==> src/rtl/regfile_sb_if.sv <==
// Register-file / scoreboard bus: read ports, writeback port, reserve port and status.
interface regfile_sb_if #(
  parameter int WIDTH = 32,
  parameter int DEPTH = 32
);
  localparam int AW = $clog2(DEPTH);

  logic [AW-1:0]    ra;
  logic [AW-1:0]    rb;
  logic [WIDTH-1:0] radata;
  logic [WIDTH-1:0] rbdata;
  logic             we;
  logic [AW-1:0]    waddr;
  logic [WIDTH-1:0] wdata;
  logic             rsv;
  logic [AW-1:0]    rsv_addr;
  logic             busy_a;
  logic             busy_b;
  logic             hazard;
  logic [AW:0]      busy_cnt;
  logic             err;

  modport master (
    output ra, rb, we, waddr, wdata, rsv, rsv_addr,
    input  radata, rbdata, busy_a, busy_b, hazard, busy_cnt, err
  );

  modport slave (
    input  ra, rb, we, waddr, wdata, rsv, rsv_addr,
    output radata, rbdata, busy_a, busy_b, hazard, busy_cnt, err
  );
endinterface

==> src/rtl/regfile_sb.sv <==
// Register file with per-register busy scoreboard, two combinational read ports.
// Optional macro REGFILE_SB_BYPASS_EN forwards same-cycle writeback data to the read ports.
module regfile_sb #(
  parameter int WIDTH = 32,
  parameter int DEPTH = 32
) (
  input logic         clk,
  input logic         reset,
  regfile_sb_if.slave bus
);
  localparam int AW = $clog2(DEPTH);

  logic [WIDTH-1:0] mem_q [DEPTH];
  logic [DEPTH-1:0] busy_q, busy_d;
  logic [AW:0]      busy_cnt_q, busy_cnt_d;
  logic             err_q;

  logic             wr_en, rsv_en, same_addr;
  logic             cnt_inc, cnt_dec, err_set;
  logic [WIDTH-1:0] radata_c, rbdata_c;
  logic             busy_a_c, busy_b_c;

  assign wr_en     = bus.we  && (bus.waddr    != '0);
  assign rsv_en    = bus.rsv && (bus.rsv_addr != '0);
  assign same_addr = wr_en && rsv_en && (bus.waddr == bus.rsv_addr);

  // A reservation landing on the register being written back keeps it busy;
  // the count only moves when a bit actually changes value.
  always_comb begin
    busy_d = busy_q;
    if (wr_en)  busy_d[bus.waddr]    = 1'b0;
    if (rsv_en) busy_d[bus.rsv_addr] = 1'b1;
    cnt_inc = rsv_en && !busy_q[bus.rsv_addr];
    cnt_dec = wr_en && busy_q[bus.waddr] && !same_addr;
    err_set = rsv_en && busy_q[bus.rsv_addr] && !same_addr;
    busy_cnt_d = busy_cnt_q + {{AW{1'b0}}, cnt_inc} - {{AW{1'b0}}, cnt_dec};
  end

  always_ff @(posedge clk) begin
    if (reset) begin
      for (int unsigned i = 0; i < DEPTH; i++) mem_q[i] <= '0;
      busy_q     <= '0;
      busy_cnt_q <= '0;
      err_q      <= 1'b0;
    end else begin
      if (wr_en) mem_q[bus.waddr] <= bus.wdata;
      busy_q     <= busy_d;
      busy_cnt_q <= busy_cnt_d;
      if (err_set) err_q <= 1'b1;
    end
  end

  always_comb begin
    radata_c = (bus.ra == '0) ? '0 : mem_q[bus.ra];
    rbdata_c = (bus.rb == '0) ? '0 : mem_q[bus.rb];
    busy_a_c = busy_q[bus.ra];
    busy_b_c = busy_q[bus.rb];
`ifdef REGFILE_SB_BYPASS_EN
    if (wr_en && (bus.waddr == bus.ra)) begin
      radata_c = bus.wdata;
      if (!(rsv_en && (bus.rsv_addr == bus.ra))) busy_a_c = 1'b0;
    end
    if (wr_en && (bus.waddr == bus.rb)) begin
      rbdata_c = bus.wdata;
      if (!(rsv_en && (bus.rsv_addr == bus.rb))) busy_b_c = 1'b0;
    end
`endif
  end

  assign bus.radata   = radata_c;
  assign bus.rbdata   = rbdata_c;
  assign bus.busy_a   = busy_a_c;
  assign bus.busy_b   = busy_b_c;
  assign bus.hazard   = busy_a_c | busy_b_c;
  assign bus.busy_cnt = busy_cnt_q;
  assign bus.err      = err_q;
endmodule

==> src/flat_wrapper.sv <==
// flat-port wrapper written by rule: the top's interface ports become plain ports
module regfile_sb_flat 
#(
  parameter int WIDTH = 32,
  parameter int DEPTH = 32
)
  (clk, reset, bus_ra, bus_rb, bus_we, bus_waddr, bus_wdata, bus_rsv, bus_rsv_addr, bus_radata, bus_rbdata, bus_busy_a, bus_busy_b, bus_hazard, bus_busy_cnt, bus_err);
  regfile_sb_if #(.WIDTH(WIDTH), .DEPTH(DEPTH)) bus_i ();
  input logic clk;
  input logic reset;
  input wire logic [$bits(bus_i.ra)-1:0] bus_ra;
  input wire logic [$bits(bus_i.rb)-1:0] bus_rb;
  input wire logic [$bits(bus_i.we)-1:0] bus_we;
  input wire logic [$bits(bus_i.waddr)-1:0] bus_waddr;
  input wire logic [$bits(bus_i.wdata)-1:0] bus_wdata;
  input wire logic [$bits(bus_i.rsv)-1:0] bus_rsv;
  input wire logic [$bits(bus_i.rsv_addr)-1:0] bus_rsv_addr;
  output wire logic [$bits(bus_i.radata)-1:0] bus_radata;
  output wire logic [$bits(bus_i.rbdata)-1:0] bus_rbdata;
  output wire logic [$bits(bus_i.busy_a)-1:0] bus_busy_a;
  output wire logic [$bits(bus_i.busy_b)-1:0] bus_busy_b;
  output wire logic [$bits(bus_i.hazard)-1:0] bus_hazard;
  output wire logic [$bits(bus_i.busy_cnt)-1:0] bus_busy_cnt;
  output wire logic [$bits(bus_i.err)-1:0] bus_err;
  assign bus_i.ra = bus_ra;
  assign bus_i.rb = bus_rb;
  assign bus_i.we = bus_we;
  assign bus_i.waddr = bus_waddr;
  assign bus_i.wdata = bus_wdata;
  assign bus_i.rsv = bus_rsv;
  assign bus_i.rsv_addr = bus_rsv_addr;
  assign bus_radata = bus_i.radata;
  assign bus_rbdata = bus_i.rbdata;
  assign bus_busy_a = bus_i.busy_a;
  assign bus_busy_b = bus_i.busy_b;
  assign bus_hazard = bus_i.hazard;
  assign bus_busy_cnt = bus_i.busy_cnt;
  assign bus_err = bus_i.err;
  regfile_sb #(.WIDTH(WIDTH), .DEPTH(DEPTH)) u_core (.clk(clk), .reset(reset), .bus(bus_i));
endmodule
==> config.mk <==
export PLATFORM = sky130hd
export DESIGN_NAME = regfile_sb_flat
export DESIGN_NICKNAME = d
export VERILOG_FILES = /design/src/rtl/regfile_sb_if.sv /design/src/rtl/regfile_sb.sv /design/src/flat_wrapper.sv
export SDC_FILE = /design/constraint.sdc
export NUM_CORES = 2
export LEC_CHECK = 0
export BUFFER_PORTS_ARGS = -buffer_cell sky130_fd_sc_hd__buf_2
export CORE_MARGIN = 8
export CORE_UTILIZATION = 50
export CTS_BUF_LIST = sky130_fd_sc_hd__clkbuf_4 sky130_fd_sc_hd__clkbuf_8
export CTS_CLUSTER_DIAMETER = 80
export DETAILED_ROUTE_END_ITERATION = 12
export GPL_ROUTABILITY_DRIVEN = 0
export GPL_TIMING_DRIVEN = 0
export PLACE_DENSITY = 0.68
export SYNTH_ARGS = -nofsm -noshare
export SYNTH_HDL_FRONTEND = slang
export SYNTH_SLANG_ARGS = --single-unit
==> constraint.sdc <==
create_clock -name clk -period 7.61 [get_ports clk]
set_clock_uncertainty 0.15 [all_clocks]
set_input_delay 2.283 -clock clk [delete_from_list [all_inputs] [get_ports clk]]
set_output_delay 2.283 -clock clk [all_outputs]
set_load 0.01 [all_outputs]
* Word-level counts from Yosys, hierarchy flattened
Memories as Yosys holds them, arrays and structs flattened.
Cells that the tools add are included.
** Storage, ports and cells
- Flip-flop bits (word level) :: 39
- Memories kept :: 1
- Bits in writable memories :: 1024
** Operators by class
- Add/subtract/negate cells :: 2
- Equality and inequality tests :: 1
- Magnitude comparators :: 6
- Multiplexer cells :: 24
- Reduce and logical (&&, ||, !) cells :: 18
- Bitwise operators :: 4
** Memory list
- u_core.mem_q :: words 32, bits a word 32, rd ports 2, clocked after memory_dff 0, wr ports 32, RTL line regfile_sb.sv:13 : logic [WIDTH-1:0] mem_q [DEPTH];
** Operators with widths (count)
- $mux W32 :: 5
- $and A32 B32 Y32 :: 1
- $not A32 Y32 :: 1
- $or A32 B32 Y32 :: 1
- $reduce_or A32 Y1 :: 1
- $lt A5 B6 Y1 const B :: 4
- $bmux W1 S5 :: 4
- $mux W1 :: 12
- $logic_and A1 B1 Y1 :: 11
- $demux W1 S5 :: 2
- $ge A5 B1 Y1 const B :: 2
- $logic_not A5 Y1 :: 2
- $reduce_bool A5 Y1 :: 2
- $add A6 B1 Y6 :: 1
- $sub A6 B1 Y6 :: 1
- $eq A5 B5 Y1 :: 1
- $mux W5 :: 1
- $logic_not A1 Y1 :: 2
- $or A1 B1 Y1 :: 1

* Depth between registers and ports, before layout
- Depth after elaboration :: 9
- Mapped depth :: 16
- Gate-level depth less buffers :: 14

* Worst setup path after synthesis
OpenSTA, ideal clock, no wires.
- Path kind :: in2out
- From :: input port bus_rb[0]
- To :: output port bus_rbdata[10]
- Slack :: 975 ps
- Stages on the path :: 7
- Buffers on the path :: 3
- Required time :: 5177 ps
- Arrival time :: 4202 ps
- Cells stage by stage :: clkbuf_1 > clkbuf_1 > buf_2 > mux4_2 > mux4_2 > nand2_1 > o21ai_0
** On the way
- Word-level cells in the longest chain between the ends :: 2
** RTL lines
- from (decl) :: RTL line flat_wrapper.sv:12 : input wire logic [$bits(bus_i.rb)-1:0] bus_rb;
- $mem_v2 Z32 W32 / $logic_not A5 Y1 (equally long branches)
- $mux W32 (*) :: RTL line regfile_sb.sv:55 : rbdata_c = (bus.rb == '0) ? '0 : mem_q[bus.rb];
- to (decl) :: RTL line flat_wrapper.sv:19 : output wire logic [$bits(bus_i.rbdata)-1:0] bus_rbdata;
Mark *: on every way between the ends. The rest lies on a longest branch, timed or not.

* Final worst setup path
- From :: input port bus_rb[1]
- To :: output port bus_rbdata[3]
Same word-level chain as after synthesis.

==> out/qor.txt <==
Remaining Overflow, GRT = 0
Critical Path AT = 5250 ps
Power density over cell area = 214.9 nW/µm²
Unrepaired setup endpoints after global routing = no
Full die area = 124800 µm²
Syn-to-layout area delta = 11.62%
Initial DRT Pass Iterations = 6
Worst skew pair latency = 870 ps
MaxCap Viol Count = 0
Mean post-synth cell area = 15.83 µm²
Clock transition at the registers of the reported paths = 70 ps
Placed Area = 60070 µm²
Ys async rst share = 0%
Die height = 353.2 µm
Primary FF master, synth = edfxtp_1
Crit path required time = 5180 ps
Total CTS buffers = 169
Hold Path Class = flop to flop
IO Pins = 130
Maximum vdd drop = 0.1592 mV
Clock root cell = clkbuf_8
Sequential element share of the synthesized area = 55.45%
Seq cells post-synth = 1063
Slew headroom = 13.28%
Post-CTS setup buffer count = 0
H-tree Lvls = 4
Vias/cell = 6.269
Max Slew Vio Count = 0
Largest net degree at the start of global routing = 34
Share of post-route cells with drive strength above 1 = 30.46%
Min Tclk post-route = 7682 ps
# fillers = 8944
Global-route wire length before repair = 244100 µm
Worst hold slack = 357.3 ps
Die Span X = 353.2 µm
Period utilisation layout = 101.0%
DRC viols = 0
Final-report setup violation count = 3
R2R Setup Slk = 4200 ps
CTS tree = yes
Routed Antenna Nets = 0
Critical Path Sink Type = output port
Leak pwr = 0.02196 µW
Post-Syn Area = 56860 µm²
Critical path class = primary input to output port
Initial Util = 50.47%
Initial antenna violation count = 12
Final hold violations = 0
Failing checks = negative setup slack
Vias = 34890
YS warnings = 0
R2r startpoint = u_core.busy_q[19]
Status = finished with violations
Clock Tree Buf Depth = 3
Clock sinks = 1063
Design Area, Final = 63470 µm²
Post-synth EDFFs = 1024
DP HPWL = 132200 µm
Worst slew pin tran = 1301 ps
Final wirelength = 171100 µm
Total core area = 112700 µm²
Total track usage = 27.02%
Floorplan row count = 123
Final net count = 3998
Beginning of the critical path = bus_rb[1]
Netlist cell types = 46
Avg WL per Cell = 30.74 µm
Worst Setup Slack, final = -72.43 ps
Startpoint Class = primary input
Buffers on Ports = 118
Vias in the first global route = 34570
Cells after Synth = 3591
Hold Crit Start = u_core.bus.err
Drt first-iter violations = 4932
Fmax = 130.2 MHz
Worst-path fanout max = 10
[path summary, 6_finish.rpt]
check                      endpoint  cells after the start
min                  u_core.bus.err                      2
min reg2reg          u_core.bus.err                      2
max reg2reg  u_core.bus.busy_cnt[4]                     13
max                   bus_rbdata[3]                      8
[per-stage QoR]
step	setup TNS [ps]	utilization (%)	std cells	total power (µW)	setup slack, ps
after floorplan	0	-	3622	8139	974.6
after global placement	-36070	52.77	5240	8844	-831.0
after detailed placement	-29420	53.32	5266	8918	-828.1
final	-108.1	56.34	5565	13640	-72.43
after CTS	0	56.28	5559	13620	0.1443
after global routing	0	56.33	5560	14010	4.377
[cell usage after synthesis, types with 3 or more instances]
cell	count	area, µm²
nor2_1	47	176.4
dfxtp_1	39	780.8
o21ai_0	84	420.4
nor3b_1	4	30.03
buf_4	4	30.03
a21o_1	24	180.2
ha_1	6	75.07
or3_1	5	31.28
mux2_2	4	45.04
or3b_2	4	35.03
mux2i_1	16	160.2
mux4_2	667	15020
clkbuf_1	290	1089
and3_1	4	25.02
nand3_1	5	25.02
buf_1	21	78.83
inv_1	100	375.4
nor3_1	4	20.02
a21oi_1	14	70.07
buf_2	61	305.3
and2_1	995	6225
nand2_1	95	356.6
o22ai_1	12	75.07
nor2b_1	7	43.79
edfxtp_1	1024	30750
o21bai_1	8	60.06
or2_2	5	31.28
nand3b_1	3	22.52
xnor2_1	8	70.07
a22oi_1	5	37.54
nand2b_1	4	25.02
[what timing repair did]
item	in CTS	in global routing
hold buffers	0	0
endpoints found under the setup margin	65	38
resized for setup	70	55
[layout make-up]
class / count / area, µm² / share of cell area, %
diodes: 7 / 17.52 / 0.02760
plain buffers: 376 / 1717 / 2.705
clock buffers: 245 / 2940 / 4.633
clock inverters: 49 / 252.7 / 0.3982
inverters: 100 / 375.4 / 0.5914
multi-input cells: 2081 / 23670 / 37.30
flip-flops and latches: 1063 / 31530 / 49.68
well taps: 1500 / 1877 / 2.957
repair buffers: 144 / 1086 / 1.711
[where the power goes]
part	total (µW)	internal [µW]	switching (µW)
combinational	1940	846	1100
clock	4790	2500	2290
sequential	6910	6750	165
[worst max-delay path: stages]
cell and delay, ps:
buf_2 230, clkbuf_2 460, clkbuf_2 540, mux4_2 410, mux4_2 460, nand2_1 220
o21ai_0 340, buf_2 270
[per-layer routing]
| layer | vias to the layer above | share of wire [%] | track usage (%) | wire length (µm) |
|---|---|---|---|---|
| met3 | 304 | 13 | 8.070 | 21820 |
| met5 | - | 0.021 | 0 | 36 |
| met1 | 17970 | 39 | 37.81 | 66430 |
| met2 | 2174 | 45 | 41.00 | 77080 |
| met4 | 6 | 3.3 | 8.431 | 5723 |
| li1 | 14430 | - | - | - |
[sequential cells by signal (all words and copies together) (netlist names)]
signal               flops
u_core.busy_q           32
u_core.mem_q          1024
u_core.bus.busy_cnt      6
u_core.bus.err           1
[logic make-up after synthesis]
group,share of synthesized area [%]
fa+ha+maj,0.1672
mux,26.78
other cells,0.006595
buf+inv,3.343
flops,55.45
compound gates,1.639
simple gates,12.46
xor+xnor,0.1540
[placed cells by master, fill, tap and decap left out, drive strengths merged, types with 16 or more instances in the layout]
master	netlist	routed
a21o	24	24
and2	995	995
buf	88	215
clkbuf	290	544
clkinv	0	41
conb	1	32
dfxtp	39	39
edfxtp	1024	1024
inv	100	103
mux2i	16	16
mux4	667	667
nand2	95	95
nor2	47	47
o21ai	84	84
No activity file was read; power rests on OpenSTA's default activity.
